$ cat src/rtl/pwm_multichannel.sv
// N-channel PWM generator with prescaler, programmable period and per-channel polarity.
// TOP and DUTY are double-buffered and only take effect when the period counter wraps.
module pwm_multichannel #(
    parameter int unsigned NUM_CH  = 16,
    parameter int unsigned PRESC_W = 12
) (
    input  logic              clk,
    input  logic              rst,
    input  logic              wr_valid,
    input  logic [6:0]        wr_addr,
    input  logic [7:0]        wr_data,
    input  logic [6:0]        rd_addr,
    output logic [7:0]        rd_data,
    output logic [NUM_CH-1:0] out,
    output logic              period_start
);

    localparam int unsigned NB = (NUM_CH + 7) / 8;

    logic [NUM_CH-1:0]  oen_q, oen_d, pen_q, pen_d, pol_q, pol_d;
    logic [PRESC_W-1:0] presc_q, presc_d, pcnt_q, pcnt_d;
    logic [7:0]         top_s_q, top_s_d, top_a_q, top_a_d, cnt_q, cnt_d;
    logic [7:0]         duty_s_q [NUM_CH];
    logic [7:0]         duty_s_d [NUM_CH];
    logic [7:0]         duty_a_q [NUM_CH];
    logic [7:0]         duty_a_d [NUM_CH];
    logic [NUM_CH-1:0]  raw, out_d;
    logic [7:0]         rd_d;
    logic               tick, wrap, presc_wr;

    // Register writes; bit-per-channel bytes only store bits of existing channels.
    always_comb begin
        oen_d    = oen_q;
        pen_d    = pen_q;
        pol_d    = pol_q;
        presc_d  = presc_q;
        top_s_d  = top_s_q;
        duty_s_d = duty_s_q;
        if (wr_valid) begin
            for (int unsigned k = 0; k < NB; k++) begin
                for (int unsigned j = 0; j < 8; j++) begin
                    if (k * 8 + j < NUM_CH) begin
                        if (wr_addr == 7'(k))      oen_d[k*8+j] = wr_data[j[2:0]];
                        if (wr_addr == 7'(16 + k)) pen_d[k*8+j] = wr_data[j[2:0]];
                        if (wr_addr == 7'(32 + k)) pol_d[k*8+j] = wr_data[j[2:0]];
                    end
                end
            end
            for (int unsigned b = 0; b < PRESC_W; b++) begin
                if (wr_addr == ((b < 8) ? 7'h30 : 7'h31)) presc_d[b] = wr_data[b[2:0]];
            end
            if (wr_addr == 7'h32) top_s_d = wr_data;
            for (int unsigned c = 0; c < NUM_CH; c++) begin
                if (wr_addr == 7'(64 + c)) duty_s_d[c] = wr_data;
            end
        end
    end

    // Prescaler and period counter; staging registers move to active on wrap.
    always_comb begin
        tick     = (pcnt_q == presc_q);
        wrap     = tick && (cnt_q == top_a_q);
        presc_wr = wr_valid && ((wr_addr == 7'h30) || (wr_addr == 7'h31));
        pcnt_d   = (presc_wr || tick) ? '0 : pcnt_q + PRESC_W'(1);
        cnt_d    = cnt_q;
        top_a_d  = top_a_q;
        duty_a_d = duty_a_q;
        if (wrap) begin
            cnt_d    = '0;
            top_a_d  = top_s_q;
            duty_a_d = duty_s_q;
        end else if (tick) begin
            cnt_d = cnt_q + 8'd1;
        end
    end

    always_comb begin
        for (int unsigned c = 0; c < NUM_CH; c++) begin
            raw[c]   = ((duty_a_q[c] == 8'hFF) || (duty_a_q[c] > top_a_q)) ? 1'b1
                                                                           : (cnt_q < duty_a_q[c]);
            out_d[c] = oen_q[c] & (pen_q[c] ? (raw[c] ^ pol_q[c]) : ~pol_q[c]);
        end
    end

    // Read mux sees pre-write values, so a same-cycle write is not forwarded.
    always_comb begin
        rd_d = '0;
        for (int unsigned k = 0; k < NB; k++) begin
            for (int unsigned j = 0; j < 8; j++) begin
                if (k * 8 + j < NUM_CH) begin
                    if (rd_addr == 7'(k))      rd_d[j[2:0]] = oen_q[k*8+j];
                    if (rd_addr == 7'(16 + k)) rd_d[j[2:0]] = pen_q[k*8+j];
                    if (rd_addr == 7'(32 + k)) rd_d[j[2:0]] = pol_q[k*8+j];
                end
            end
        end
        for (int unsigned b = 0; b < PRESC_W; b++) begin
            if (rd_addr == ((b < 8) ? 7'h30 : 7'h31)) rd_d[b[2:0]] = presc_q[b];
        end
        if (rd_addr == 7'h32) rd_d = top_s_q;
        for (int unsigned c = 0; c < NUM_CH; c++) begin
            if (rd_addr == 7'(64 + c)) rd_d = duty_s_q[c];
        end
    end

    always_ff @(posedge clk) begin
        if (rst) begin
            oen_q        <= '0;
            pen_q        <= '0;
            pol_q        <= '0;
            presc_q      <= '0;
            pcnt_q       <= '0;
            top_s_q      <= '0;
            top_a_q      <= '0;
            cnt_q        <= '0;
            rd_data      <= '0;
            out          <= '0;
            period_start <= 1'b0;
            for (int unsigned c = 0; c < NUM_CH; c++) begin
                duty_s_q[c] <= '0;
                duty_a_q[c] <= '0;
            end
        end else begin
            oen_q        <= oen_d;
            pen_q        <= pen_d;
            pol_q        <= pol_d;
            presc_q      <= presc_d;
            pcnt_q       <= pcnt_d;
            top_s_q      <= top_s_d;
            top_a_q      <= top_a_d;
            cnt_q        <= cnt_d;
            rd_data      <= rd_d;
            out          <= out_d;
            period_start <= wrap;
            duty_s_q     <= duty_s_d;
            duty_a_q     <= duty_a_d;
        end
    end

endmodule

$ cat config.mk
export PLATFORM = sky130hd
export DESIGN_NAME = pwm_multichannel
export DESIGN_NICKNAME = d
export VERILOG_FILES = /design/src/rtl/pwm_multichannel.sv
export SDC_FILE = /design/constraint.sdc
export NUM_CORES = 1
export LEC_CHECK = 0
export CAP_MARGIN = 20
export CELL_PAD_IN_SITES_DETAIL_PLACEMENT = 0
export CELL_PAD_IN_SITES_GLOBAL_PLACEMENT = 1
export CORE_MARGIN = 1
export CORE_UTILIZATION = 52
export CTS_CLUSTER_SIZE = 25
export DETAILED_ROUTE_END_ITERATION = 12
export MAX_ROUTING_LAYER = met4
export PLACE_DENSITY_LB_ADDON = 0.15
export SLEW_MARGIN = 10
export SYNTH_ARGS = -nofsm -noshare
export SYNTH_HDL_FRONTEND = slang
export SYNTH_SLANG_ARGS = --single-unit
export TNS_END_PERCENT = 30
$ cat constraint.sdc
create_clock -name clk -period 4.8 [get_ports clk]
set_input_delay 0.96 -clock clk [delete_from_list [all_inputs] [get_ports clk]]
set_output_delay 0.96 -clock clk [all_outputs]
set_load 0.03 [all_outputs]
; After elaboration in Yosys (flattened, before gate mapping)
; Cells that the tools add are included.
[word_totals]
regBits = 377
in_bits = 25
wordCells = 353
[classes]
add_sub_neg = 2
n_lt_le_gt_ge = 32
n_eq_ne = 66
muxes = 109
bitwise = 48
n_reduce_logical = 49
[ops]
columns = cell, count
row1 = 7-bit equality test (second input constant), 32
row2 = 8-bit two-way mux, 17
row3 = 8-bit equality test (second input constant), 16
row4 = 8-bit > comparator, 16
row5 = 8-bit less-than comparator, 16
row6 = 1-bit two-way mux, 92
row7 = 7-bit by 6-bit equality test with 1-bit output (second input constant), 10
row8 = 2-bit AND reduction, 25
row9 = 7-bit by 5-bit equality test with 1-bit output (second input constant), 4
row10 = 1-bit logical OR, 18
row11 = 1-bit AND, 16
row12 = 1-bit inverter, 16
row13 = 1-bit bitwise XOR, 16
row14 = 7-bit by 1-bit equality test with 1-bit output (second input constant), 2
row15 = 7-bit logical NOT, 2
row16 = 12-bit by 1-bit adder with 12-bit output (second input constant), 1
row17 = 12-bit equality test, 1
row18 = 8-bit by 1-bit adder with 8-bit output (second input constant), 1
row19 = 8-bit equality test, 1
row20 = 2-bit OR reduction, 2
row21 = 1-bit logical AND, 2

; Longest topological paths before layout
[logic_depth]
depth_word = 26
ltp_mapped = 10
depth_no_buf = 8

; Least setup slack after synthesis
; No wires, ideal clock.
[synth_timing]
path_type = input to register
startpoint = in rd_addr[4]
endpoint = reg rd_data[3]
arrival_ns = 2.488
slack_ns = 2.177
path_stages = 9
path_cell_list = buf_6 > or3b_1 > buf_6 > or3_1 > buf_2 > a311oi_2 > a21oi_1 > o211ai_2 > a41oi_1
[synth_via]
elab_chain_cells = 26
word_cells_on_any_way = 50
cone_classes = eq/ne (24) / mux (25) / reduce/logical (1)
[synth_rtl]
columns = element, line_no
row1 = from (decl), 12  ; input logic [6:0] rd_addr,
row2 = 7-bit logical NOT, 91  ; if (rd_addr == 7'(k)) rd_d[j[2:0]] = oen_q[k*8+j];
row3 = 1-bit two-way mux, 91
row4 = 1-bit two-way mux, 92  ; if (rd_addr == 7'(16 + k)) rd_d[j[2:0]] = pen_q[k*8+j];
row5 = 1-bit two-way mux, 93  ; if (rd_addr == 7'(32 + k)) rd_d[j[2:0]] = pol_q[k*8+j];
row6 = 1-bit two-way mux, 91
row7 = 1-bit two-way mux, 92
row8 = 1-bit two-way mux, 93
row9 = 1-bit two-way mux (2 in series), 98  ; if (rd_addr == ((b < 8) ? 7'h30 : 7'h31)) rd_d[b[2:0]] = presc_q[b];
row10 = 8-bit two-way mux, 100  ; if (rd_addr == 7'h32) rd_d = top_s_q;
row11 = 8-bit two-way mux (15 in series), 102  ; if (rd_addr == 7'(64 + c)) rd_d = duty_s_q[c];
row12 = 8-bit two-way mux (*), 102
row13 = to (signal assigned), 132  ; rd_data <= rd_d;
row14 = to (decl), 13  ; output logic [7:0] rd_data,
; Every way passes the cells marked *; elsewhere a longest branch is shown, timed or not.
; A chain may end at the register's enable or synchronous reset.

; Worst setup path after layout
[layout_timing]
startpoint = in rd_addr[4]
endpoint = reg rd_data[5]
[layout_via]
elab_chain_cells = 25
word_cells_on_any_way = 48
cone_classes = eq/ne (23) / mux (24) / reduce/logical (1)
[layout_rtl]
columns = element, line_no
row1 = 7-bit logical NOT, 91
row2 = 1-bit two-way mux, 91
row3 = 1-bit two-way mux, 92
row4 = 1-bit two-way mux, 93
row5 = 1-bit two-way mux, 91
row6 = 1-bit two-way mux, 92
row7 = 1-bit two-way mux, 93
row8 = 1-bit two-way mux, 98
row9 = 8-bit two-way mux, 100
row10 = 8-bit two-way mux (15 in series), 102
row11 = 8-bit two-way mux (*), 102
; Marks and branches as above.

==> impl_metrics.py <==
metrics = {
    "place": {
        "placed_cell_area_um2": 23000,
        "hpwl_um": 58600,
        "routabilityCongestion": 1.02,
        "post-place-ws_ps": 787,
        "numPortBuffers": 49,
    },
    "grt": {
        "grt_max_degree": 150,
        "grt_pass1_wl_um": 120000,
        "antenna_found_initial": 5,
        "overflow": 0,
        "grt_pass1_vias": 19200,
        "track_usage": 0.385,
    },
    "layout": {
        "syn2layout_area_growth_pct": 10.7,
        "fin_area_um2": 24400,
        "drive_gt1_frac": 0.0671,
        "nets": 2937,
        "utilization": 0.582,
    },
    "floorplanning": {
        "die_h_um": 208,
        "die_area_um2": 43200,
        "start_util": 0.526,
        "die_w_um": 208,
        "io_pins": 50,
        "core_um2": 41900,
        "rows": 75,
    },
    "route": {
        "routed_wl_um": 81200,
        "routedWlPerCell_um": 25.1,
        "vias": 20300,
        "drtAntennaViolNets": 0,
        "first_iter_violations": 2132,
        "via_per_inst": 6.26,
        "detail_route.first_pass.iterations": 5,
        "drc": 0,
    },
    "worst_hold_path": {
        "hold_end": "duty_a_q[48]",
        "worstHoldPathCells": 2,
        "min_path_type": "reg2reg",
        "min_from": "duty_a_q[48]",
    },
    "power_and_ir_drop": {
        "internal_power_mw": 5.11,
        "clkPwrFrac": 0.473,
        "p_per_area_nw_per_um2": 279,
        "pwr-share-comb": 0.063,
        "p_sw_mw": 1.68,
        "p_sw_frac": 0.247,
        "total_power_mw": 6.79,
        "p_seq_frac": 0.464,
        "power.leakage_nw": 9.56,
        "peakVddDrop_mv": 0.374,
    },
    "critical_path": {
        "required_ps": 5290,
        "reg2reg_from": "top_a_q[4]",
        "worstPathArrival_ps": 4010,
        "crit_path_start_kind": "primary input",
        "cp_top_family": "simple AND/OR/NAND/NOR gates",
        "ff2ff_path_depth": 10,
        "setup.worst_path.end_class": "flop",
        "cpMaxStageDelayCell": "clkdlybuf4s50_1",
        "r2r_setup_slack_ps": 1770,
        "r2r-end": "out[10]",
        "crit_type": "in2reg",
        "worstPathCellList": "clkdlybuf4s50_1 -> nand3b_1 -> nor4_2 -> a221oi_1 -> o32ai_1 -> o221ai_1 -> a211oi_1",
        "max_stage_delay_ps": 970,
        "worst-path-buf-inv": 1,
        "cp_max_fo": 17,
    },
    "cts": {
        "post-cts-setup-buffer-count": 0,
        "insertion_delay_ps": 580,
        "cts_buffers": 43,
        "numClockSinks": 377,
        "hold_buffers": 0,
        "cts.reportedPaths.clkPinSlew_ps": 60,
        "clk_root_buffer_cell": "clkbuf_16",
        "cts_tree": "done",
        "ctsResizeCount": 0,
        "cts_max_level": 2,
        "clockBufferDepth": 3,
    },
    "timing": {
        "tns_ps": 0,
        "relSlewSlack": 0.205,
        "rsz0062_at_grt": "false",
        "period_minus_slack_ps": 3520,
        "layout_setup_ws_ps": 1280,
        "fmax_mhz": 284,
        "timing.final.crit_share": 0.733,
        "drv_slew": 0,
        "finClkSkew_ps": 21.6,
        "finalHoldViolations": 0,
        "setup_violations": 0,
        "worst_pin_slew_ps": 1190,
    },
    "yosys": {
        "netlist_top_cells_area": "dfxtp_1 (34%), ha_1 (14%), nand2_1 (7.1%)",
        "synthesis.area_um2": 22000,
        "ys_types": 77,
        "ys_seq_area_frac": 0.343,
        "syn_inst": 2668,
        "avgSynthCellArea_um2": 8.25,
        "synthArstFlopShare": 0,
        "yosysTopAreaCell": "dfxtp_1",
        "synth_nets": 2935,
        "yosysWarnings": 0,
        "synth_top_area_share": 0.343,
        "synthFlopType": "dfxtp_1",
        "ys_seq_elements": 377,
        "synth_edf_count": 0,
    },
    "job": {
        "cap_violations": 0,
    },
    "run_status": {
        "outcome": "finished clean",
    },
}
-- layout make-up --
cell class | count | area [µm²]
Inverter | 147 | 552
Clock buffer | 65 | 1230
Sequential cell | 377 | 7550
Tap cell | 539 | 674
Timing Repair Buffer | 111 | 978
Multi-Input combinational cell | 1990 | 13300
Antenna cell | 1 | 2.50
Clock inverter | 7 | 106
Fill cell | 3875 | 17500
-- per-stage QoR --
step,hold WS (ps),std cells
5_1_grt,491,3236
2_1_floorplan,437,2668
4_1_cts,470,3236
3_3_place_gp,452,3164
6_report,474,3237
3_5_place_dp,464,3164
-- cells by family (layout without fill, tap and decap cells) --
logic type                 Yosys count  after routing  share of synthesized area
xor gates and xnor gates            33             33                     0.0131
DFF                                377            377                      0.343
adders and majority gates          242            242                      0.138
buffers and inverters              301            330                     0.0547
other                                0              1                          0
muxes                              165            165                     0.0791
and+or+nand+nor                    936            936                      0.198
AOI/OAI and AO/OA                  614            614                      0.174
-- cell usage in the layout (no fill, tap or decap), types with 52 or more instances in the layout --
master / instances
a21o_1: 65
a21oi_1: 276
buf_4: 59
dfxtp_1: 376
ha_1: 242
inv_1: 147
mux2i_1: 148
nand2_1: 415
nand3_1: 107
nand4_1: 52
nor2_1: 187
o21ai_0: 100
-- power by group through the flow --
stage	combinational, mW	sequential [mW]	clock, mW
5_1_grt	0.447	3.15	3.37
2_1_floorplan	0.259	3.22	0
3_5_place_dp	0.416	3.22	0
3_3_place_gp	0.416	3.22	0
4_1_cts	0.417	3.15	3.24
6_report	0.428	3.15	3.21
-- worst max path at each step --
stage | from | end | cells after the start
finish | rd_addr[4] | rd_data[5] | 7
CTS | rd_addr[4] | rd_data[5] | 7
detailed placement | rd_addr[4] | rd_data[5] | 7
floorplan | rd_addr[4] | rd_data[3] | 9
global placement | rd_addr[4] | rd_data[5] | 7
global route | rd_addr[4] | rd_data[5] | 7
-- cell usage after synthesis, types with 5 or more instances --
cell         n
nand2_1    416
dfxtp_1    377
a21oi_1    276
ha_1       242
nor2_1     188
mux2i_1    148
inv_1      147
nand3_1    107
clkbuf_1   102
o21ai_0    100
a21o_1      65
nand4_1     52
buf_2       44
nor2b_1     43
nor3_1      30
o221ai_1    25
and3_1      22
o21a_1      21
xnor2_1     21
a2111oi_0   17
a221o_1     15
nor4bb_1    14
nand2b_1    12
xor2_1      12
mux2_2      11
o22ai_1      9
a211oi_1     8
a32oi_1      8
o2bb2ai_1    8
o32ai_1      7
a2bb2oi_1    6
mux4_2       6
a21boi_0     5
a22oi_1      5
nor3_2       5
o21bai_1     5
o31ai_1      5
-- worst reg2reg max path, cell delays in order (launching register included) --
cell and delay (ps):
dfxtp_1 330, inv_1 520, buf_4 360, buf_4 240, ha_1 270, and3_1 190, o21ai_0 80, a21oi_1 90
o22a_1 210, o21ai_0 170, nor4bb_1 420
-- layer usage --
metal | global-route usage | vias to the layer above | wire (µm)
met2 | 0.568 | 816 | 35000
met4 | 0.146 | 0 | 3060
li1 | - | 9444 | -
met5 | - | - | 0
met3 | 0.0626 | 158 | 6730
met1 | 0.526 | 9837 | 36400
-- state kept, by name, summed over array words and instances (netlist names) --
name,flops
duty_a_q,128
duty_s_q,128
cnt_q,8
pol_q,16
oen_q,16
top_a_q,8
period_start,1
pcnt_q,12
out,16
pen_q,16
top_s_q,8
rd_data,8
presc_q,12
Power figures use the tool's default switching activity.
